`src/rtl/if_id_fetch_stage_if.sv`:
```
// Instruction-memory read port between the fetch stage and instruction memory.
//   imem_req   : fetch request (fetch stage -> memory)
//   imem_addr  : word-aligned fetch address (fetch stage -> memory)
//   imem_rdata : fetched word, valid when imem_ready (memory -> fetch stage)
//   imem_ready : read completes this cycle (memory -> fetch stage)
interface if_id_fetch_stage_if;
    logic        imem_req;
    logic [31:0] imem_addr;
    logic [31:0] imem_rdata;
    logic        imem_ready;

    modport master (
        output imem_req,
        output imem_addr,
        input  imem_rdata,
        input  imem_ready
    );

    modport slave (
        input  imem_req,
        input  imem_addr,
        output imem_rdata,
        output imem_ready
    );
endinterface

```
`src/rtl/if_id_fetch_stage.sv`:
```
// Instruction fetch stage plus IF/ID pipeline register.
// Holds the PC, issues word reads over the imem interface, buffers one returned
// word in a skid register across decode stalls, and redirects on jump/branch.
// Ports:
//   clk, rst_n            : clock, async active-low reset
//   stall                 : decode stalled, IF/ID holds
//   jump, jump_index      : jump resolved in ID and its instr[25:0]
//   branch_taken, branch_imm : taken branch and its signed word offset
//   imem (master)         : imem_req/imem_addr out, imem_rdata/imem_ready in
//   if_id_instr/pc4/valid : IF/ID register contents
//   opcode                : if_id_instr[31:26] to Control (combinational)
//   perf_fetched/bubbles  : performance counters
// Optional feature macro: IF_PERF_CNT_EN (counters present when defined,
// otherwise both perf outputs are tied to zero).
module if_id_fetch_stage #(
    parameter logic [31:0] PC_RESET      = 32'h0000_0000,
    parameter int unsigned SKID_EN_DEPTH = 1
) (
    input  logic                       clk,
    input  logic                       rst_n,
    input  logic                       stall,
    input  logic                       jump,
    input  logic [25:0]                jump_index,
    input  logic                       branch_taken,
    input  logic [15:0]                branch_imm,
    if_id_fetch_stage_if.master        imem,
    output logic [31:0]                if_id_instr,
    output logic [31:0]                if_id_pc4,
    output logic                       if_id_valid,
    output logic [5:0]                 opcode,
    output logic [31:0]                perf_fetched,
    output logic [31:0]                perf_bubbles
);

    localparam int unsigned XLEN = 32;

    localparam logic [1:0] ST_IDLE  = 2'd0;
    localparam logic [1:0] ST_FETCH = 2'd1;
    localparam logic [1:0] ST_SKID  = 2'd2;

    // Only a single-entry skid register is implemented.
    if (SKID_EN_DEPTH != 1) begin : g_bad_skid_depth
        $error("if_id_fetch_stage: SKID_EN_DEPTH must be 1");
    end

    logic [1:0]      state_q, state_d;
    logic [XLEN-1:0] pc_q, pc_d;
    logic [XLEN-1:0] instr_q, instr_d;
    logic [XLEN-1:0] pc4_q, pc4_d;
    logic            valid_q, valid_d;
    logic [XLEN-1:0] skid_instr_q, skid_instr_d;
    logic [XLEN-1:0] skid_pc4_q, skid_pc4_d;

    logic            redirect_c;
    logic [XLEN-1:0] jump_target_c;
    logic [XLEN-1:0] branch_target_c;

    // Redirect only counts when ID actually holds an instruction.
    assign redirect_c      = valid_q & (jump | branch_taken);
    assign jump_target_c   = {pc4_q[31:28], jump_index, 2'b00};
    assign branch_target_c = pc4_q + XLEN'({{14{branch_imm[15]}}, branch_imm, 2'b00});

    // State register.
    always_ff @(posedge clk or negedge rst_n) begin
        if (!rst_n) state_q <= ST_IDLE;
        else        state_q <= state_d;
    end

    // Next-state and datapath next values.
    always_comb begin
        state_d      = state_q;
        pc_d         = pc_q;
        instr_d      = instr_q;
        pc4_d        = pc4_q;
        valid_d      = valid_q;
        skid_instr_d = skid_instr_q;
        skid_pc4_d   = skid_pc4_q;

        if (redirect_c) begin
            // Flush everything in flight; any word returning now is dropped.
            pc_d         = jump ? jump_target_c : branch_target_c;
            instr_d      = '0;
            valid_d      = 1'b0;
            skid_instr_d = '0;
            skid_pc4_d   = '0;
            state_d      = ST_FETCH;
        end else begin
            unique case (state_q)
                ST_IDLE: state_d = ST_FETCH;
                ST_FETCH: begin
                    if (imem.imem_ready) begin
                        pc_d = pc_q + XLEN'(4);
                        if (!stall) begin
                            instr_d = imem.imem_rdata;
                            pc4_d   = pc_q + XLEN'(4);
                            valid_d = 1'b1;
                        end else begin
                            skid_instr_d = imem.imem_rdata;
                            skid_pc4_d   = pc_q + XLEN'(4);
                            state_d      = ST_SKID;
                        end
                    end else if (!stall) begin
                        instr_d = '0;
                        valid_d = 1'b0;
                    end
                end
                ST_SKID: begin
                    if (!stall) begin
                        instr_d      = skid_instr_q;
                        pc4_d        = skid_pc4_q;
                        valid_d      = 1'b1;
                        skid_instr_d = '0;
                        skid_pc4_d   = '0;
                        state_d      = ST_FETCH;
                    end
                end
                default: state_d = ST_IDLE;
            endcase
        end
    end

    // PC, IF/ID and skid registers.
    always_ff @(posedge clk or negedge rst_n) begin
        if (!rst_n) begin
            pc_q         <= PC_RESET;
            instr_q      <= '0;
            pc4_q        <= '0;
            valid_q      <= 1'b0;
            skid_instr_q <= '0;
            skid_pc4_q   <= '0;
        end else begin
            pc_q         <= pc_d;
            instr_q      <= instr_d;
            pc4_q        <= pc4_d;
            valid_q      <= valid_d;
            skid_instr_q <= skid_instr_d;
            skid_pc4_q   <= skid_pc4_d;
        end
    end

    assign imem.imem_req  = (state_q == ST_FETCH);
    assign imem.imem_addr = pc_q;
    assign if_id_instr    = instr_q;
    assign if_id_pc4      = pc4_q;
    assign if_id_valid    = valid_q;
    assign opcode         = instr_q[31:26];

`ifdef IF_PERF_CNT_EN
    logic [XLEN-1:0] fetched_q, bubbles_q;
    logic            fetched_inc_c, bubble_inc_c;

    // Classify what IF/ID loads this cycle: a real instruction or a bubble.
    always_comb begin
        fetched_inc_c = 1'b0;
        bubble_inc_c  = 1'b0;
        if (redirect_c) begin
            bubble_inc_c = 1'b1;
        end else if (!stall) begin
            if (state_q == ST_FETCH) begin
                fetched_inc_c = imem.imem_ready;
                bubble_inc_c  = ~imem.imem_ready;
            end else if (state_q == ST_SKID) begin
                fetched_inc_c = 1'b1;
            end
        end
    end

    // Wrapping event counters.
    always_ff @(posedge clk or negedge rst_n) begin
        if (!rst_n) begin
            fetched_q <= '0;
            bubbles_q <= '0;
        end else begin
            if (fetched_inc_c) fetched_q <= fetched_q + XLEN'(1);
            if (bubble_inc_c)  bubbles_q <= bubbles_q + XLEN'(1);
        end
    end

    assign perf_fetched = fetched_q;
    assign perf_bubbles = bubbles_q;
`else
    assign perf_fetched = '0;
    assign perf_bubbles = '0;
`endif

endmodule

```
`src/flat_wrapper.sv`:
```
// flat-port wrapper written by rule: the top's interface ports become plain ports
module if_id_fetch_stage_flat 
#(
    parameter logic [31:0] PC_RESET      = 32'h0000_0000,
    parameter int unsigned SKID_EN_DEPTH = 1
)
  (clk, rst_n, stall, jump, jump_index, branch_taken, branch_imm, if_id_instr, if_id_pc4, if_id_valid, opcode, perf_fetched, perf_bubbles, imem_imem_req, imem_imem_addr, imem_imem_rdata, imem_imem_ready);
  if_id_fetch_stage_if imem_i ();
  input  logic clk;
  input  logic rst_n;
  input  logic stall;
  input  logic jump;
  input  logic [25:0] jump_index;
  input  logic branch_taken;
  input  logic [15:0] branch_imm;
  output logic [31:0] if_id_instr;
  output logic [31:0] if_id_pc4;
  output logic if_id_valid;
  output logic [5:0] opcode;
  output logic [31:0] perf_fetched;
  output logic [31:0] perf_bubbles;
  output wire logic [$bits(imem_i.imem_req)-1:0] imem_imem_req;
  output wire logic [$bits(imem_i.imem_addr)-1:0] imem_imem_addr;
  input wire logic [$bits(imem_i.imem_rdata)-1:0] imem_imem_rdata;
  input wire logic [$bits(imem_i.imem_ready)-1:0] imem_imem_ready;
  assign imem_imem_req = imem_i.imem_req;
  assign imem_imem_addr = imem_i.imem_addr;
  assign imem_i.imem_rdata = imem_imem_rdata;
  assign imem_i.imem_ready = imem_imem_ready;
  if_id_fetch_stage #(.PC_RESET(PC_RESET), .SKID_EN_DEPTH(SKID_EN_DEPTH)) u_core (.clk(clk), .rst_n(rst_n), .stall(stall), .jump(jump), .jump_index(jump_index), .branch_taken(branch_taken), .branch_imm(branch_imm), .imem(imem_i), .if_id_instr(if_id_instr), .if_id_pc4(if_id_pc4), .if_id_valid(if_id_valid), .opcode(opcode), .perf_fetched(perf_fetched), .perf_bubbles(perf_bubbles));
endmodule
```
`config.mk`:
```
export PLATFORM = sky130hd
export DESIGN_NAME = if_id_fetch_stage_flat
export DESIGN_NICKNAME = d
export VERILOG_FILES = /design/src/rtl/if_id_fetch_stage_if.sv /design/src/rtl/if_id_fetch_stage.sv /design/src/flat_wrapper.sv
export SDC_FILE = /design/constraint.sdc
export NUM_CORES = 1
export LEC_CHECK = 0
export BUFFER_PORTS_ARGS = -buffer_cell sky130_fd_sc_hd__buf_2
export CAP_MARGIN = 20
export CORE_ASPECT_RATIO = 2
export CORE_MARGIN = 2
export CORE_UTILIZATION = 50
export CTS_BUF_LIST = sky130_fd_sc_hd__clkbuf_4
export DETAILED_ROUTE_END_ITERATION = 16
export PLACE_DENSITY = 0.81
export SLEW_MARGIN = 20
export SYNTH_ARGS = -nofsm -noshare
export SYNTH_HDL_FRONTEND = slang
export SYNTH_SLANG_ARGS = --single-unit
```
`constraint.sdc`:
```
create_clock -name clk -period 5.25 [get_ports clk]
set_input_delay 1.575 -clock clk [delete_from_list [all_inputs] [get_ports clk]]
set_output_delay 1.575 -clock clk [all_outputs]
set_load 0.05 [all_outputs]
```
Word-level counts from Yosys, hierarchy flattened
Cells that the tools add are included.
{ "totals": {"mem_bits_rw": 0, "memories": 0, "output_inout_bits": 168, "latch_bits": 0, "input_bits": 80, "rom_bits": 0, "reg_bits": 163} }
{ "op_classes": {"multipliers": 0, "n_eq_ne": 10, "add_sub_neg": 2, "reduce_logical": 11, "order_cmp": 0, "div": 0, "n_mux": 32, "bitwise": 3, "shift": 0} }
{ "op_table": {"columns": ["op", "n"], "rows": [
  ["32-bit two-way mux", 18],
  ["32-bit one-hot mux with 2 select lines", 4],
  ["32-bit by 3-bit adder with 32-bit output (second input constant)", 1],
  ["32-bit adder", 1],
  ["3-bit by 2-bit inequality test with 1-bit output (second input constant)", 3],
  ["2-bit two-way mux", 4],
  ["2-bit one-hot mux with 3 select lines", 1],
  ["3-bit AND reduction", 2],
  ["2-bit nonzero test", 3],
  ["5-bit AND reduction", 1],
  ["1-bit two-way mux", 4],
  ["2-bit inequality test (second input constant)", 2],
  ["4-bit by 2-bit inequality test with 1-bit output (second input constant)", 1],
  ["2-bit AND reduction", 2],
  ["4-bit AND reduction", 1],
  ["3-bit by 1-bit inequality test with 1-bit output (second input constant)", 1],
  ["3-bit nonzero test", 1],
  ["2-bit by 1-bit equality test with 1-bit output (second input constant)", 1],
  ["2-bit equality test (second input constant)", 1],
  ["2-bit logical NOT", 1],
  ["2-bit by 1-bit inequality test with 1-bit output (second input constant)", 1],
  ["1-bit one-hot mux with 2 select lines", 1],
  ["1-bit AND", 1],
  ["1-bit inverter", 1],
  ["1-bit OR", 1]
]} }

Longest topological paths before layout
Gate-level depths: netlist (run 1).
{ "depth": {"depth_word": 5, "ltp_mapped": 11, "ltp_nobuf": 11} }

Worst setup path after synthesis (run 1)
No wires, ideal clock.
{ "synth_timing": {"path_kind": "in2reg", "from": "input port branch_imm[0]", "to": "register u_core.pc_q[28], in the netlist u_core.imem.imem_addr[28]", "setup_slack_ns": 1.240, "stages": 11, "setup_ns": 0.067, "required_ns": 5.183, "t_arrival_ns": 3.943, "path_cell_list": "ha_1 > fa_1 > a21o_1 > a21oi_2 > o21bai_2 > a2111oi_4 > o21ba_4 > o21ai_2 > a211oi_2 > mux2i_1 > o311a_1"} }
{ "synth_via": {"elab_chain_len": 3} }
{ "synth_lines": {"columns": ["item", "line", "source"], "rows": [
  ["from (decl)", "flat_wrapper.sv:15", "input logic [15:0] branch_imm;"],
  ["32-bit adder", "if_id_fetch_stage.sv:61", "assign branch_target_c = pc4_q + XLEN'({{14{branch_imm[15]}}, branch_imm, 2'b00});"],
  ["32-bit two-way mux", "if_id_fetch_stage.sv:81", "pc_d = jump ? jump_target_c : branch_target_c;"],
  ["32-bit two-way mux", "if_id_fetch_stage.sv:79", "if (redirect_c) begin"],
  ["to (signal assigned)", "if_id_fetch_stage.sv:132", "pc_q <= pc_d;"],
  ["to (decl)", "if_id_fetch_stage.sv:47", "logic [XLEN-1:0] pc_q, pc_d;"]
]} }
Every way passes these cells.
A chain may end at the register's enable or synchronous reset.

Final worst setup path (run 1)
Ends and elaborated chain as after synthesis.

==> impl_metrics.yaml, run 1 <==
run_status:
  run_status: "finished, final reports clean"
yosys:
  ys_ff_latch: 163
  synth-edff-count: 0
  seq_area_frac_synth_pct: 40.5
  syn_area_sq_um: 10100
  synthCells: 1167
  synthFlopType: "dfrtp_1"
  synth_async_sr_flop_share_pct: 100
  synth_top_area_cell: "dfrtp_1"
  synth_warnings: 0
  synth.top_cell.area_share_pct: 40.5
  synth_common_cells: "nand2_1, dfrtp_1, o21ai_0"
  synth_cell_types: 69
  avgSynthCellArea_sq_um: 8.62
  synth_most_common_cell: "nand2_1"
  synthTopCellsByArea: "dfrtp_1, nand2_1, o21ai_0"
clock_tree:
  cts.htree.levels: 4
  clock_sinks: 163
  ctsResizeCount: 0
  cts_tree: "built"
  cts_made_buffers: 17
  cts_root_buf: "clkbuf_4"
  cts_setup_buffers: 0
  cts_max_path_buffers: 2
  clk_pin_slew_ps: 140
  postCtsHoldBufs: 0
  clock_latency_ps: 600
final_layout:
  area_growth_syn_to_layout_pct: 11.4
  fill_cells: 1865
  drive_gt1_share_pct: 19.6
  nets: 1416
routing:
  drt_pass1_iterations: 6
  ant_nets: 0
  drt-vias-per-instance: 5.73
  dr_total_vias: 9041
  drc: 0
  routedWlPerCell_microns: 18.3
  wirelength_mm: 28.9
  drt_iter0_drc: 487
global_route:
  grt_pass1_vias: 8827
  grt_pass1_wl_mm: 45.8
  grt_usage_pct: 27.3
  antenna_found_initial: 2
  grt_max_degree: 105
  grt-ovfl-total: 0
timing:
  setup_viol: 0
  skew_ps: 15.7
  hold_viol_final: 0
  fmax_mhz: 262
  fin_crit_ps: 3820
  slew_violations: 0
  post-route-period-util_pct: 72.8
  final.setup.tns_ps: 0
  rsz0062_at_grt: "no"
  max_slew_margin_pct: 43.3
  fin_hold_ws_ps: 490
  tightestPinTransition_ps: 850
floorplanning:
  io_pins: 248
  die_area_sq_um: 21300
  die_w_microns: 104
  die_h_microns: 205
  core-area_sq_um: 19800
  num_rows: 73
  initial_core_util_pct: 50.8
min_path:
  hp-class: "reg -> reg"
setup_path:
  critPathKind: "in -> reg"
  arrival_ps: 4370
  crit_chain: "buf_2 -> ha_1 -> fa_1 -> a21o_1 -> a21oi_2 -> o21bai_2 -> a2111oi_4 -> o21ba_4 -> o21ai_2 -> a211oi_2 -> mux2i_1 -> o311a_1"
  crit_slowest_cell: "a2111oi_4"
  cp-start-kind: "primary input"
  cp_max_fo: 5
  required_ps: 5800
  cpPeakStageDelay_ps: 520
  end_kind: "register"
place:
  port_buffers: 183
  gp_congestion: 0.980
  dpl.hpwl_mm: 20.9
pwr:
  power_density_nw_per_um2: 725
  leakagePower_nw: 5.31
  max-vdd-ir-drop_mv: 0.379
run:
  maxCapViolCount: 0
kinds of logic after synthesis:
family,Yosys count,share of synthesized area (%)
simple gates,393,17.1
compound gates,328,21.0
flops,163,40.5
buf+inv,152,8.34
xor+xnor,77,6.70
fa+ha+maj,34,4.30
mux,19,1.94
other cells,1,0.0373
final timing paths:
check,startpoint,endpoint,slack [ps],cells after the start
max,branch_imm[0],u_core.imem.imem_addr[28],1430,12
min,u_core.if_id_instr[16],u_core.if_id_instr[16],490,2
max in group asynchronous,rst_n,u_core.skid_pc4_q[7],3690,2
min in group asynchronous,rst_n,u_core.if_id_pc4[22],820,1
min reg2reg,u_core.if_id_instr[16],u_core.if_id_instr[16],490,2
max reg2reg,u_core.if_id_pc4[2],u_core.imem.imem_addr[28],2080,11
report_power, final:
group          total [mW]  switching [mW]  internal [mW]
Sequential           2.39           0.562           1.83
Combinational        5.00            3.54           1.46
Clock               0.743           0.446          0.297
worst max-delay path: cells and delay by family:
kind	cells	cell delay (ps)
AO/OA/AOI/OAI	8	1840
adder cells (fa/ha/maj)	2	640
multiplexers	1	230
buffers and inverters	1	100
layer usage:
layer	vias to the layer above	global-route usage [%]	wire length [microns]
met5	-	0	0
met4	0	19.0	1990
met3	130	3.88	1370
met2	395	49.3	15200
met1	4318	28.9	10300
li1	4198	-	-
registers in the layout, indices dropped and copies added (netlist names):
name,count
u_core.if_id_instr,32
u_core.if_id_pc4,32
u_core.if_id_valid,1
u_core.imem.imem_addr,32
u_core.skid_instr_q,32
u_core.skid_pc4_q,32
u_core.state_q,2
layout make-up:
class,count,area [sq um],area share (%)
Inverter,9,33.8,0.301
Multi-Input combinational cell,915,5430,48.4
Clock buffer,21,158,1.41
Timing Repair Buffer,196,1060,9.50
Sequential cell,163,4080,36.4
Antenna cell,2,5.00,0.0446
Tap cell,262,328,2.92
Clock inverter,11,113,1.00
layout by cell type (no fill, tap or decap), types with 18 or more instances in the layout:
cell type / n
a22oi_1: 32
o31ai_1: 28
a21oi_1: 62
nor2_1: 70
clkbuf_4: 21
nand2_1: 230
a21o_1: 18
dfrtp_1: 163
xnor2_1: 37
ha_1: 32
xor2_1: 40
conb_1: 64
buf_2: 182
o21ai_0: 105
stage by stage:
step                setup slack (ps)  std cells  total power [mW]  area, sq um  util (%)
detailed placement               858       1544              7.38        10900      55.0
global route                    1340       1579              8.69        11200      56.6
floorplan                       1240       1230              6.14        10300         -
finish                          1430       1579              8.13        11200      56.6
global placement                 948       1544              7.28        10900      55.0
CTS                             1500       1576              8.15        11200      56.4
No activity file was read; power rests on OpenSTA's default activity.
==> run 2: changes to the inputs <==
- PLACE_DENSITY: 0.81 -> 0.84
- clock period: 5.25 -> 3.5 ns (I/O delays scaled with it)
==> run 2 against run 1 <==
Clock skew up 7.1 ps. Core utilization up 1.5 points. Combinational power grew 55%. Flip-flop and latch count unchanged. Critical path depth is the same. Cell count up 2.2%. Design area increased by 2.7%. Routed wire length grew 1.0%. Worst hold slack lost 100 ps.
==> impl_metrics.yaml, run 2 (synthesized netlist as in run 1, its figures left out) <==
final_layout:
  drive_gt1_share_pct: 21.7
  nets: 1453
  area_growth_syn_to_layout_pct: 14.5
  utilization_pct: 58.1
  layout_common_cells: "nand2_1, buf_2, dfrtp_1"
  layout_commonest_cell: "nand2_1"
  fill_cells: 1830
global_route:
  grt-ovfl-total: 0
  grt_usage_pct: 27.4
  grt_pass1_wl_mm: 45.9
  antenna_found_initial: 2
  grt_pass1_vias: 8877
  grt_max_degree: 65
clock_tree:
  ctsResizeCount: 0
  cts_tree: "built"
  cts_made_buffers: 17
  cts_root_buf: "clkbuf_4"
  postCtsHoldBufs: 0
  cts_setup_buffers: 0
  clock_latency_ps: 600
  clock_sinks: 163
  cts.htree.levels: 4
  cts_max_path_buffers: 2
  clk_pin_slew_ps: 140
timing:
  rsz0062_at_grt: "no"
  tightestPinTransition_ps: 988
  max_slew_margin_pct: 34.1
  post-route-period-util_pct: 90.7
  setup_viol: 0
  fmax_mhz: 315
  fin_crit_ps: 3170
  slew_violations: 0
  fin_hold_ws_ps: 388
  skew_ps: 22.8
  final.setup.tns_ps: 0
  hold_viol_final: 0
routing:
  routedWlPerCell_microns: 18.1
  drt_iter0_drc: 512
  dr.max_layer_used: "met4"
  drc: 0
  met1_length_mm: 10.2
  ant_nets: 0
  dr_wl_met2_mm: 16.0
  dr_total_vias: 9114
  drt_pass1_iterations: 5
  met3WireLength_mm: 1.44
  wirelength_mm: 29.2
  drt-vias-per-instance: 5.65
pwr:
  max-vdd-ir-drop_mv: 0.661
  p_sw_share_pct: 54.8
  power_density_nw_per_um2: 1100
  pwr-share-seq_pct: 28.5
  leakagePower_nw: 5.51
  p_comb_share_pct: 61.5
  p_total_mw: 12.6
  p_int_mw: 5.71
  p_switching_mw: 6.92
  p_clk_share_pct: 9.9
setup_path:
  startpoint: "branch_imm[0]"
  rr_startpoint: "u_core.if_id_pc4[2]"
  crit_slowest_cell: "a2111oi_4"
  cpPeakStageDelay_ps: 470
  arrival_ps: 3720
  rr_worst_depth: 11
  cp_max_fo: 3
  cp-endpoint: "u_core.imem.imem_addr[28]"
  end_kind: "register"
  critPathKind: "in -> reg"
  required_ps: 4050
  rrSetupSlack_ps: 410
  cp-start-kind: "primary input"
  reg2reg_to: "u_core.imem.imem_addr[28]"
  crit_chain: "buf_2 -> ha_1 -> fa_1 -> a21o_1 -> a21oi_2 -> o21bai_2 -> a2111oi_4 -> o21ba_4 -> o21ai_2 -> a211oi_2 -> mux2i_1 -> o311a_1"
run_status:
  run_status: "finished, final reports clean"
place:
  dpl.hpwl_mm: 21.6
  port_buffers: 183
  gp_congestion: 0.973
floorplanning:
  core-area_sq_um: 19800
  die_w_microns: 104
  io_pins: 248
  die_area_sq_um: 21300
  num_rows: 73
  initial_core_util_pct: 50.8
  die_h_microns: 205
min_path:
  hp-class: "in -> async"
run:
  maxCapViolCount: 0
==> run 2: how the worst min path moves through the flow <==
stage / to / cells after the start / slack, ps / start
3_5_place_dp: u_core.if_id_instr[11] / 2 / 460 / u_core.if_id_instr[11]
2_1_floorplan: u_core.skid_pc4_q[2] / 2 / 450 / u_core.skid_pc4_q[2]
3_3_place_gp: u_core.if_id_instr[11] / 2 / 450 / u_core.if_id_instr[11]
6_report: u_core.if_id_instr[3] / 1 / 390 / rst_n
5_1_grt: u_core.if_id_instr[6] / 1 / 380 / rst_n
4_1_cts: u_core.imem.imem_addr[0] / 1 / 360 / rst_n
==> run 2: worst max-delay path: cells and delay by family <==
family | cells | cell delay (ps)
AO/OA/AOI/OAI | 8 | 1740
multiplexers | 1 | 220
buffers and inverters | 1 | 100
adder cells (fa/ha/maj) | 2 | 610
==> run 2: metal layers <==
metal  GRT usage, %  vias up
met5              0        -
met4           16.6        0
met3           4.71       90
met2           50.8      362
li1               -     4270
met1           28.5     4392
==> run 2: power groups by stage <==
stage | clock, mW | combinational (mW) | sequential [mW]
6_report | 1.25 | 7.77 | 3.60
4_1_cts | 1.29 | 7.77 | 3.58
3_3_place_gp | 0 | 7.61 | 3.59
5_1_grt | 1.35 | 8.40 | 3.70
2_1_floorplan | 0 | 4.03 | 5.17
3_5_place_dp | 0 | 7.74 | 3.62
==> run 2: layout make-up <==
cell class	count	area, sq um	share of cell area [%]
Multi-Input combinational cell	915	5430	47.2
Sequential cell	163	4080	35.4
Timing Repair Buffer	233	1340	11.6
Tap cell	262	328	2.85
Clock inverter	12	164	1.42
Clock buffer	19	143	1.24
Inverter	9	33.8	0.293
Antenna cell	1	2.50	0.0217
==> run 2: per-stage QoR <==
step           std cells  setup WS, ps  area [sq um]
4_1_cts             1613           376         11500
6_report            1614           326         11500
5_1_grt             1614           211         11500
3_3_place_gp        1582          -235         11200
2_1_floorplan       1230          15.3         10300
3_5_place_dp        1582          -278         11200
==> run 3: changes to the inputs <==
- ABC_AREA: not set -> 0
- CAP_MARGIN: 20 -> 0
- PLACE_DENSITY: 0.84 -> not set
- PLACE_DENSITY_LB_ADDON: not set -> 0.12
==> run 3 against run 2 <==
Clock power decreased by 5%. Maximum frequency increased by 4.9%. Total power decreased by 1.2%. Combinational power decreased by 0.6%. Worst hold slack improved by 9.5 ps. Cell count increased by 0.37%. Sequential power about the same. Via count decreased by 2.9%. Global-route usage increased by 0.65 points. Core utilization increased by 0.10 points. First-iteration DRC count decreased by 24%.
==> impl_metrics.yaml, run 3 (synthesized netlist as in run 1, its figures left out) <==
run_status:
  run_status: "finished, final reports clean"
setup_path:
  crit_family: "compound AO/OA/AOI/OAI gates"
  critPathKind: "in -> reg"
  path_buf_inv: 1
  cp-endpoint: "u_core.imem.imem_addr[24]"
  arrival_ps: 3560
  end_kind: "register"
  crit_chain: "buf_2 -> ha_1 -> fa_1 -> a21o_1 -> a21oi_2 -> o21bai_2 -> a2111oi_4 -> o21ba_4 -> o21ai_2 -> a21oi_1 -> xor2_1 -> a221oi_1"
  crit_cells: 12
  required_ps: 4040
  rrSetupSlack_ps: 580
  startpoint: "branch_imm[0]"
  rr_worst_depth: 11
  cp-start-kind: "primary input"
  reg2reg_to: "u_core.imem.imem_addr[24]"
  rr_startpoint: "u_core.if_id_pc4[2]"
  crit_slowest_cell: "a2111oi_4"
  cpPeakStageDelay_ps: 400
  cp_max_fo: 3
clock_tree:
  cts_root_buf: "clkbuf_4"
  postCtsHoldBufs: 0
  cts_made_buffers: 17
  clock_latency_ps: 620
  cts.htree.levels: 4
  cts_tree: "built"
  clock_sinks: 163
  ctsResizeCount: 0
  clk_pin_slew_ps: 160
  cts_setup_buffers: 0
  cts_max_path_buffers: 2
global_route:
  antenna_found_initial: 1
  grt_usage_pct: 28.1
  grt-ovfl-total: 0
  grt_pass1_vias: 8834
  grt_max_degree: 72
  grt_pass1_wl_mm: 46.7
final_layout:
  utilization_pct: 58.2
  nets: 1458
  layout_commonest_cell: "nand2_1"
  area_growth_syn_to_layout_pct: 14.7
  layout_common_cells: "nand2_1, buf_2, dfrtp_1"
  fin_cells: 1620
  drive_gt1_share_pct: 22.2
pwr:
  leakagePower_nw: 5.52
  p_total_mw: 12.5
  max-vdd-ir-drop_mv: 0.628
  p_switching_mw: 6.90
  p_clk_share_pct: 9.5
  p_sw_share_pct: 55.3
  p_int_mw: 5.58
  power_density_nw_per_um2: 1080
  pwr-share-seq_pct: 28.7
  p_comb_share_pct: 61.8
place:
  place_inst: 1587
  gp_congestion: 0.941
  port_buffers: 183
  dp_slack_ps: -215
  dpl.hpwl_mm: 21.8
timing:
  slew_violations: 0
  setup_viol: 0
  skew_ps: 25.5
  post-route-period-util_pct: 86.5
  fmax_mhz: 330
  fin_crit_ps: 3030
  max_slew_margin_pct: 55.5
  rsz0062_at_grt: "no"
  tightestPinTransition_ps: 667
  final.setup.tns_ps: 0
  hold_viol_final: 0
  fin_ws_ps: 473
routing:
  routedWlPerCell_microns: 18.0
  drt_iter0_drc: 388
  ant_nets: 0
  drt_pass1_iterations: 5
  dr_total_vias: 8848
  drc: 0
  wirelength_mm: 29.2
  drt-vias-per-instance: 5.46
min_path:
  hp-class: "in -> async"
floorplanning:
  die_area_sq_um: 21300
  io_pins: 248
  num_rows: 73
  initial_core_util_pct: 50.8
  die_h_microns: 205
  core-area_sq_um: 19800
  die_w_microns: 104
run:
  maxCapViolCount: 0
run 3: changes by cell type in the layout (fill, tap and decap cells not counted), sizes merged:
cell      before  now
clkinvlp       3    4
clkbuf        19   18
inv            9   13
bufinv         4    2
buf          233  238
clkinv         5    4
run 3: worst reg2reg max path, cell delays in order (launching register included):
cell and delay [ps]:
dfrtp_1 430, ha_1 220, fa_1 390, a21o_1 200, a21oi_2 170, o21bai_2 100, a2111oi_4 400, o21ba_4 240
o21ai_2 100, a21oi_1 220, xor2_1 100, a221oi_1 280
run 3: cell type report:
class | count | area [sq um]
Multi-Input combinational cell | 915 | 5430
Fill cell | 1904 | 8280
Clock inverter | 14 | 154
Inverter | 9 | 33.8
Sequential cell | 163 | 4080
Antenna cell | 1 | 2.50
Tap cell | 262 | 328
Clock buffer | 18 | 135
Timing Repair Buffer | 238 | 1370
run 3: worst min path at each step:
stage / end / slack (ps) / depth (start not counted)
final: u_core.if_id_instr[15] / 400 / 1
after global routing: u_core.if_id_pc4[0] / 380 / 1
after CTS: u_core.imem.imem_addr[30] / 370 / 1
after detailed placement: u_core.if_id_instr[25] / 460 / 2
after global placement: u_core.if_id_instr[25] / 450 / 2
after floorplan: u_core.skid_pc4_q[2] / 450 / 2
run 3: power groups by stage:
stage	clock network, mW	logic, mW	registers, mW
3_5_place_dp	0	7.75	3.62
3_3_place_gp	0	7.66	3.60
6_report	1.19	7.72	3.58
4_1_cts	1.23	7.77	3.58
5_1_grt	1.30	8.41	3.69
2_1_floorplan	0	4.03	5.17
run 3: metal layers:
layer  track usage (%)  vias up  wire (microns)
met3              4.71       77            1320
met5                 0        -               0
met2              52.3      288           15900
met1              29.6     4205           10500
li1                  -     4278               -
met4              15.4        0            1520
run 3: stage by stage:
step / area, sq um / hold WS [ps]
6_report: 11500 / 397
2_1_floorplan: 10300 / 449
3_3_place_gp: 11200 / 455
3_5_place_dp: 11200 / 462
4_1_cts: 11500 / 374
5_1_grt: 11500 / 385
